File: src/rtl/isram_arb.sv
// Arbiter for the shared single-ported instruction SRAM: fetch vs load/store,
// with one-cycle read-return steering and a held fetch doubleword for decode.
module isram_arb #(
    parameter int unsigned MAX_LR_RUN = 4
) (
    input  logic        clk,
    input  logic        cpurst_n,
    input  logic        fet_req,
    input  logic [31:3] fet_adr,
    input  logic        fet_flush,
    input  logic        lr_req,
    input  logic        lr_we,
    input  logic [31:3] lr_adr,
    input  logic [63:0] lr_wdata,
    input  logic [7:0]  lr_wmask,
    input  logic [63:0] sram_rdata,
    output logic        sram_cs,
    output logic        sram_we,
    output logic [31:3] sram_adr,
    output logic [63:0] sram_wdata,
    output logic [7:0]  sram_wmask,
    output logic        fet_gnt,
    output logic        fet_stall,
    output logic [63:0] fet_instr,
    output logic        fet_instr_vld,
    output logic        lr_ack,
    output logic [63:0] lr_rdata,
    output logic        lr_rdata_vld
);

    typedef enum logic [1:0] {
        RET_NONE = 2'd0,
        RET_FET  = 2'd1,
        RET_LR   = 2'd2
    } ret_e;

    localparam logic [3:0] MAX_RUN_C = 4'(MAX_LR_RUN);

    ret_e        ret_q, ret_d;
    logic [3:0]  run_cnt_q, run_cnt_d;
    logic [63:0] instr_hold_q, instr_hold_d;
    logic [63:0] lr_hold_q, lr_hold_d;
    logic        flush_q;
    logic        lr_win_s, fet_win_s;

    // Arbitration: lr wins unless fetch has waited MAX_LR_RUN lr grants
    always_comb begin
        lr_win_s  = 1'b0;
        fet_win_s = 1'b0;
        if (lr_req && (!fet_req || (run_cnt_q < MAX_RUN_C))) begin
            lr_win_s = 1'b1;
        end else if (fet_req) begin
            fet_win_s = 1'b1;
        end else begin
            lr_win_s  = 1'b0;
            fet_win_s = 1'b0;
        end
    end

    assign fet_gnt   = fet_win_s;
    assign lr_ack    = lr_win_s;
    assign fet_stall = fet_req & ~fet_win_s;

    // SRAM port drive follows the winner; idle port is driven all-zero
    always_comb begin
        sram_cs    = 1'b0;
        sram_we    = 1'b0;
        sram_adr   = 29'd0;
        sram_wdata = 64'd0;
        sram_wmask = 8'd0;
        if (lr_win_s) begin
            sram_cs    = 1'b1;
            sram_we    = lr_we;
            sram_adr   = lr_adr;
            sram_wdata = lr_wdata;
            sram_wmask = lr_wmask;
        end else if (fet_win_s) begin
            sram_cs  = 1'b1;
            sram_adr = fet_adr;
        end else begin
            sram_cs = 1'b0;
        end
    end

    // Starvation counter: counts lr grants that made a requesting fetch wait
    always_comb begin
        run_cnt_d = run_cnt_q;
        if (!fet_req || fet_win_s) begin
            run_cnt_d = 4'd0;
        end else if (lr_win_s && (run_cnt_q < MAX_RUN_C)) begin
            run_cnt_d = run_cnt_q + 4'd1;
        end else begin
            run_cnt_d = run_cnt_q;
        end
    end

    // Return-owner state register
    always_ff @(posedge clk or negedge cpurst_n) begin
        if (!cpurst_n) begin
            ret_q <= RET_NONE;
        end else begin
            ret_q <= ret_d;
        end
    end

    // Return-owner next state: who gets the read data next cycle
    always_comb begin
        ret_d = RET_NONE;
        if (fet_win_s) begin
            ret_d = RET_FET;
        end else if (lr_win_s && !lr_we) begin
            ret_d = RET_LR;
        end else begin
            ret_d = RET_NONE;
        end
    end

    // Return steering; hold registers keep the last data when not returning
    always_comb begin
        fet_instr     = instr_hold_q;
        fet_instr_vld = 1'b0;
        lr_rdata      = lr_hold_q;
        lr_rdata_vld  = 1'b0;
        instr_hold_d  = instr_hold_q;
        lr_hold_d     = lr_hold_q;
        case (ret_q)
            RET_FET: begin
                fet_instr     = sram_rdata;
                fet_instr_vld = ~flush_q;
                instr_hold_d  = sram_rdata;
            end
            RET_LR: begin
                lr_rdata     = sram_rdata;
                lr_rdata_vld = 1'b1;
                lr_hold_d    = sram_rdata;
            end
            RET_NONE: begin
                fet_instr_vld = 1'b0;
                lr_rdata_vld  = 1'b0;
            end
            default: begin
                fet_instr_vld = 1'b0;
                lr_rdata_vld  = 1'b0;
            end
        endcase
    end

    // Datapath and counter registers
    always_ff @(posedge clk or negedge cpurst_n) begin
        if (!cpurst_n) begin
            run_cnt_q    <= 4'd0;
            instr_hold_q <= 64'd0;
            lr_hold_q    <= 64'd0;
            flush_q      <= 1'b0;
        end else begin
            run_cnt_q    <= run_cnt_d;
            instr_hold_q <= instr_hold_d;
            lr_hold_q    <= lr_hold_d;
            flush_q      <= fet_flush;
        end
    end

    isram_arb_chk #(.MAX_LR_RUN(MAX_LR_RUN)) u_chk (
        .clk      (clk),
        .cpurst_n (cpurst_n),
        .fet_gnt  (fet_gnt),
        .lr_ack   (lr_ack)
    );

endmodule

// Invariant checks for isram_arb: legal parameter and exclusive grants.
module isram_arb_chk #(
    parameter int unsigned MAX_LR_RUN = 4
) (
    input logic clk,
    input logic cpurst_n,
    input logic fet_gnt,
    input logic lr_ack
);

    if ((MAX_LR_RUN == 0) || (MAX_LR_RUN > 15)) begin : g_bad_max_run
        $error("isram_arb: MAX_LR_RUN must be in 1..15");
    end

    a_one_grant: assert property (@(posedge clk) disable iff (!cpurst_n) !(fet_gnt && lr_ack));

endmodule

File: config.mk
export PLATFORM = sky130hd
export DESIGN_NAME = isram_arb
export DESIGN_NICKNAME = d
export VERILOG_FILES = /design/src/rtl/isram_arb.sv
export SDC_FILE = /design/constraint.sdc
export NUM_CORES = 1
export LEC_CHECK = 0
export ABC_AREA = 1
export CORE_AREA = 2 2 168 170
export CTS_BUF_LIST = sky130_fd_sc_hd__clkbuf_4
export DETAILED_ROUTE_END_ITERATION = 10
export DIE_AREA = 0 0 170 172
export PLACE_DENSITY = 0.63
export SLEW_MARGIN = 20
export SYNTH_ARGS = -nofsm -noshare
export SYNTH_HDL_FRONTEND = slang
export SYNTH_SLANG_ARGS = --single-unit
File: constraint.sdc
create_clock -name clk -period 2.1 [get_ports clk]
set_clock_uncertainty 0.15 [all_clocks]
set_input_delay 0.525 -clock clk [delete_from_list [all_inputs] [get_ports clk]]
set_output_delay 0.525 -clock clk [all_outputs]
set_load 0.005 [all_outputs]
==> flow_summary.toml <==
[timing]
maxSlewViolCount = 0
period_minus_slack_ns = 2.66
setup_viol = 238
rsz0062_at_grt = "yes"
hold_violations = 0
final.period_utilization = 1.27
max_freq_mhz = 376
setup_slack_ns = -0.562
tns_ns = -102.96

[grt]
grt_pass1_vias = 8138
grt_max_degree = 36
grt_util_met3 = 0.0558
busiest_layer = "met2"
grt_pass1_wl_um = 49200
grtUsageMet2 = 0.421
antenna_found_initial = 1
met1_usage = 0.249
grt_usage = 0.225
grt_overflow = 0

[worst_setup_path]
critical_path_class = "flip-flop to primary output"
path_max_fanout = 7
arrival_ns = 1.99
critPathLaunchType = "flip-flop"
endpoint_kind = "primary output"
critPathRequiredTime_ns = 1.42

[clock_tree]
root_buffer = "clkbuf_4"
cts_tree = "built"
h-tree-depth = 4
clk_pin_slew_ns = 0.13
cts.sinks = 135
clockBufferDepth = 2
cts_made_buffers = 17
clock_latency_ns = 0.53

[layout]
finalNonFillerCells = 1801
nFillCells = 2318
drive_gt1_frac = 0.613
nets = 1643
syn_to_final_growth_pct = 151
finalInstanceArea_um2 = 15200

[run_status]
violations = "setup timing"
status = "finished, violations left"

[drt]
via_count = 8047
wl_per_cell_um = 19.9
dr.pass1.iters = 4
drc_errors = 0
drt_iter0_drc = 244
wl_um = 35800
ant_nets = 0
viasPerCell = 4.47

[place]
placed_cells = 1588
finalWeightedCongestion = 0.950
port_buffers = 435
place_hpwl_um = 22200
placed_area_um2 = 11400

[run]
cap_violations = 0

[yosys]
synth_compound_area_frac = 0.108
yosysUniqueCellTypes = 19
syn_inst = 756
synth_xor_area_frac = 0.00144
syn_avg_cell_area_um2 = 8.03
synth_fa_ha_area_frac = 0.00206
synthMuxAreaShare = 0
ys_ff_latch = 135
synth_top_family_by_area = "simple AND/OR/NAND/NOR gates"
synth_simple_gate_area_frac = 0.192
synth_area_um2 = 6070
ys_warn_count = 0
synth-seq-area-share = 0.557
syn_nets = 957

[power]
p_per_area_nw_per_um2 = 601
leakage_nw = 7.73
ir_drop_mv = 0.255

[worst_hold_path]
min_path_type = "input pin to flip-flop"

[floorplan]
start_util = 0.221
die-width_um = 170
core.rowCount = 61
core-area_um2 = 27500
fp.dieH_um = 172
io_pins = 436
die-area_um2 = 29200
## placed cells by master (no fill, tap or decap), types with 18 or more instances in the layout
master           Yosys  final
clkbuf_4             0     18
dfrtp_1            135    134
buf_2               19    168
nand2_1            188     42
nand2_4              0     54
nor2_2               0     36
nand3_1             30     28
clkdlybuf4s50_1      0    196
nand2_2              0     91
nor2_4               0     27
buf_12               0     28
buf_4                2    158
inv_1              143    139
o21ai_4              0     85
o21ai_2              1     43
buf_6               14    105
## worst paths after layout
check | startpoint | to | slack, ns | depth (start not counted)
max | ret_q[0]$_DFF_PN0_ | fet_instr[27] | -0.56 | 8
min | fet_flush | flush_q$_DFF_PN0_ | 0.26 | 1
max reg2reg | ret_q[0]$_DFF_PN0_ | instr_hold_q[63]$_DFF_PN0_ | -0.47 | 17
min reg2reg | run_cnt_q[0]$_DFFE_PN0P_ | run_cnt_q[0]$_DFFE_PN0P_ | 0.32 | 1
max in group asynchronous | cpurst_n | instr_hold_q[28]$_DFF_PN0_ | 0.95 | 3
min in group asynchronous | cpurst_n | lr_hold_q[42]$_DFF_PN0_ | 0.30 | 2
## synthesized netlist by cell type
library cell	number	area, µm²
buf_4	2	15.0
nor2_1	79	297
or2_2	1	6.26
clkbuf_1	9	33.8
xnor2_1	1	8.76
buf_1	2	7.51
o21ai_2	1	8.76
inv_1	143	537
buf_6	14	158
dfrtp_1	135	3380
conb_1	1	3.75
nand3_1	30	150
o21ai_1	56	280
or2_1	1	6.26
nand2_1	188	706
o21ai_0	72	360
a21oi_1	1	5.00
ha_1	1	12.5
buf_2	19	95.1
## per-stage QoR
step           hold WS, ns   util  worst slack (ns)  total power [mW]
3_3_place_gp         0.269  0.416            -0.801              6.03
5_1_grt              0.195  0.555            -0.663              9.63
2_1_floorplan       0.0794      -             0.255              3.94
4_1_cts              0.201  0.504            -0.633              8.44
3_5_place_dp         0.299  0.416            -0.831              6.07
6_report             0.257  0.555            -0.562              9.16
## logic make-up (layout without fill, tap and decap cells)
family | Yosys count | after routing
other | 1 | 2
AO/OA/AOI/OAI | 130 | 130
XOR/XNOR | 1 | 1
flip-flops | 135 | 135
adder cells (fa/ha/maj) | 1 | 1
AND/OR/NAND/NOR | 299 | 301
buffers and inverters | 189 | 885
## final cells by class
type                       count  area [µm²]  area share
antenna                        1        2.50    0.000164
clock buffer                  18         135     0.00887
clock inverter                13         109     0.00714
inverter                     143         539      0.0354
multi-input combinational    434        3940       0.259
sequential                   135        3380       0.222
tap                          346         433      0.0284
timing repair buffer         711        6700       0.440
## timing repair
action,4_1_cts,5_1_grt
cloned,23,6
hold endpoints to repair,30,0
pin swaps,12,27
hold buffers,1,0
resized for setup,1341,381
setup buffers,125,56
endpoints found under the setup margin,236,242
## where the power goes
part	total (mW)	internal [mW]	leakage [nW]	switching (mW)
logic	4.27	2.41	5.94	1.86
registers	3.28	3.03	1.66	0.248
clock network	1.62	0.587	0.135	1.03
total	9.16	6.02	7.73	3.14
## state kept, by name, indices dropped and copies added (netlist names)
register,flops
instr_hold_q,64
lr_hold_q,64
run_cnt_q,4
ret_q,2
flush_q,1
## routing by layer
| layer | vias to the layer above | part of all wire | wire length (µm) |
|---|---|---|---|
| li1 | 3661 | - | - |
| met1 | 3919 | 0.37 | 13200 |
| met2 | 375 | 0.53 | 19000 |
| met3 | 92 | 0.060 | 2130 |
| met4 | 0 | 0.042 | 1500 |
| met5 | - | 0 | 0 |
## worst max-delay path: stages, from the launching register on
cell and delay, ns:
dfrtp_2 0.41, buf_6 0.12, nand2_8 0.07, buf_12 0.14, buf_12 0.14, buf_16 0.15
buf_12 0.13, o21ai_4 0.17, buf_6 0.12
(Power assumes the default switching activity.)
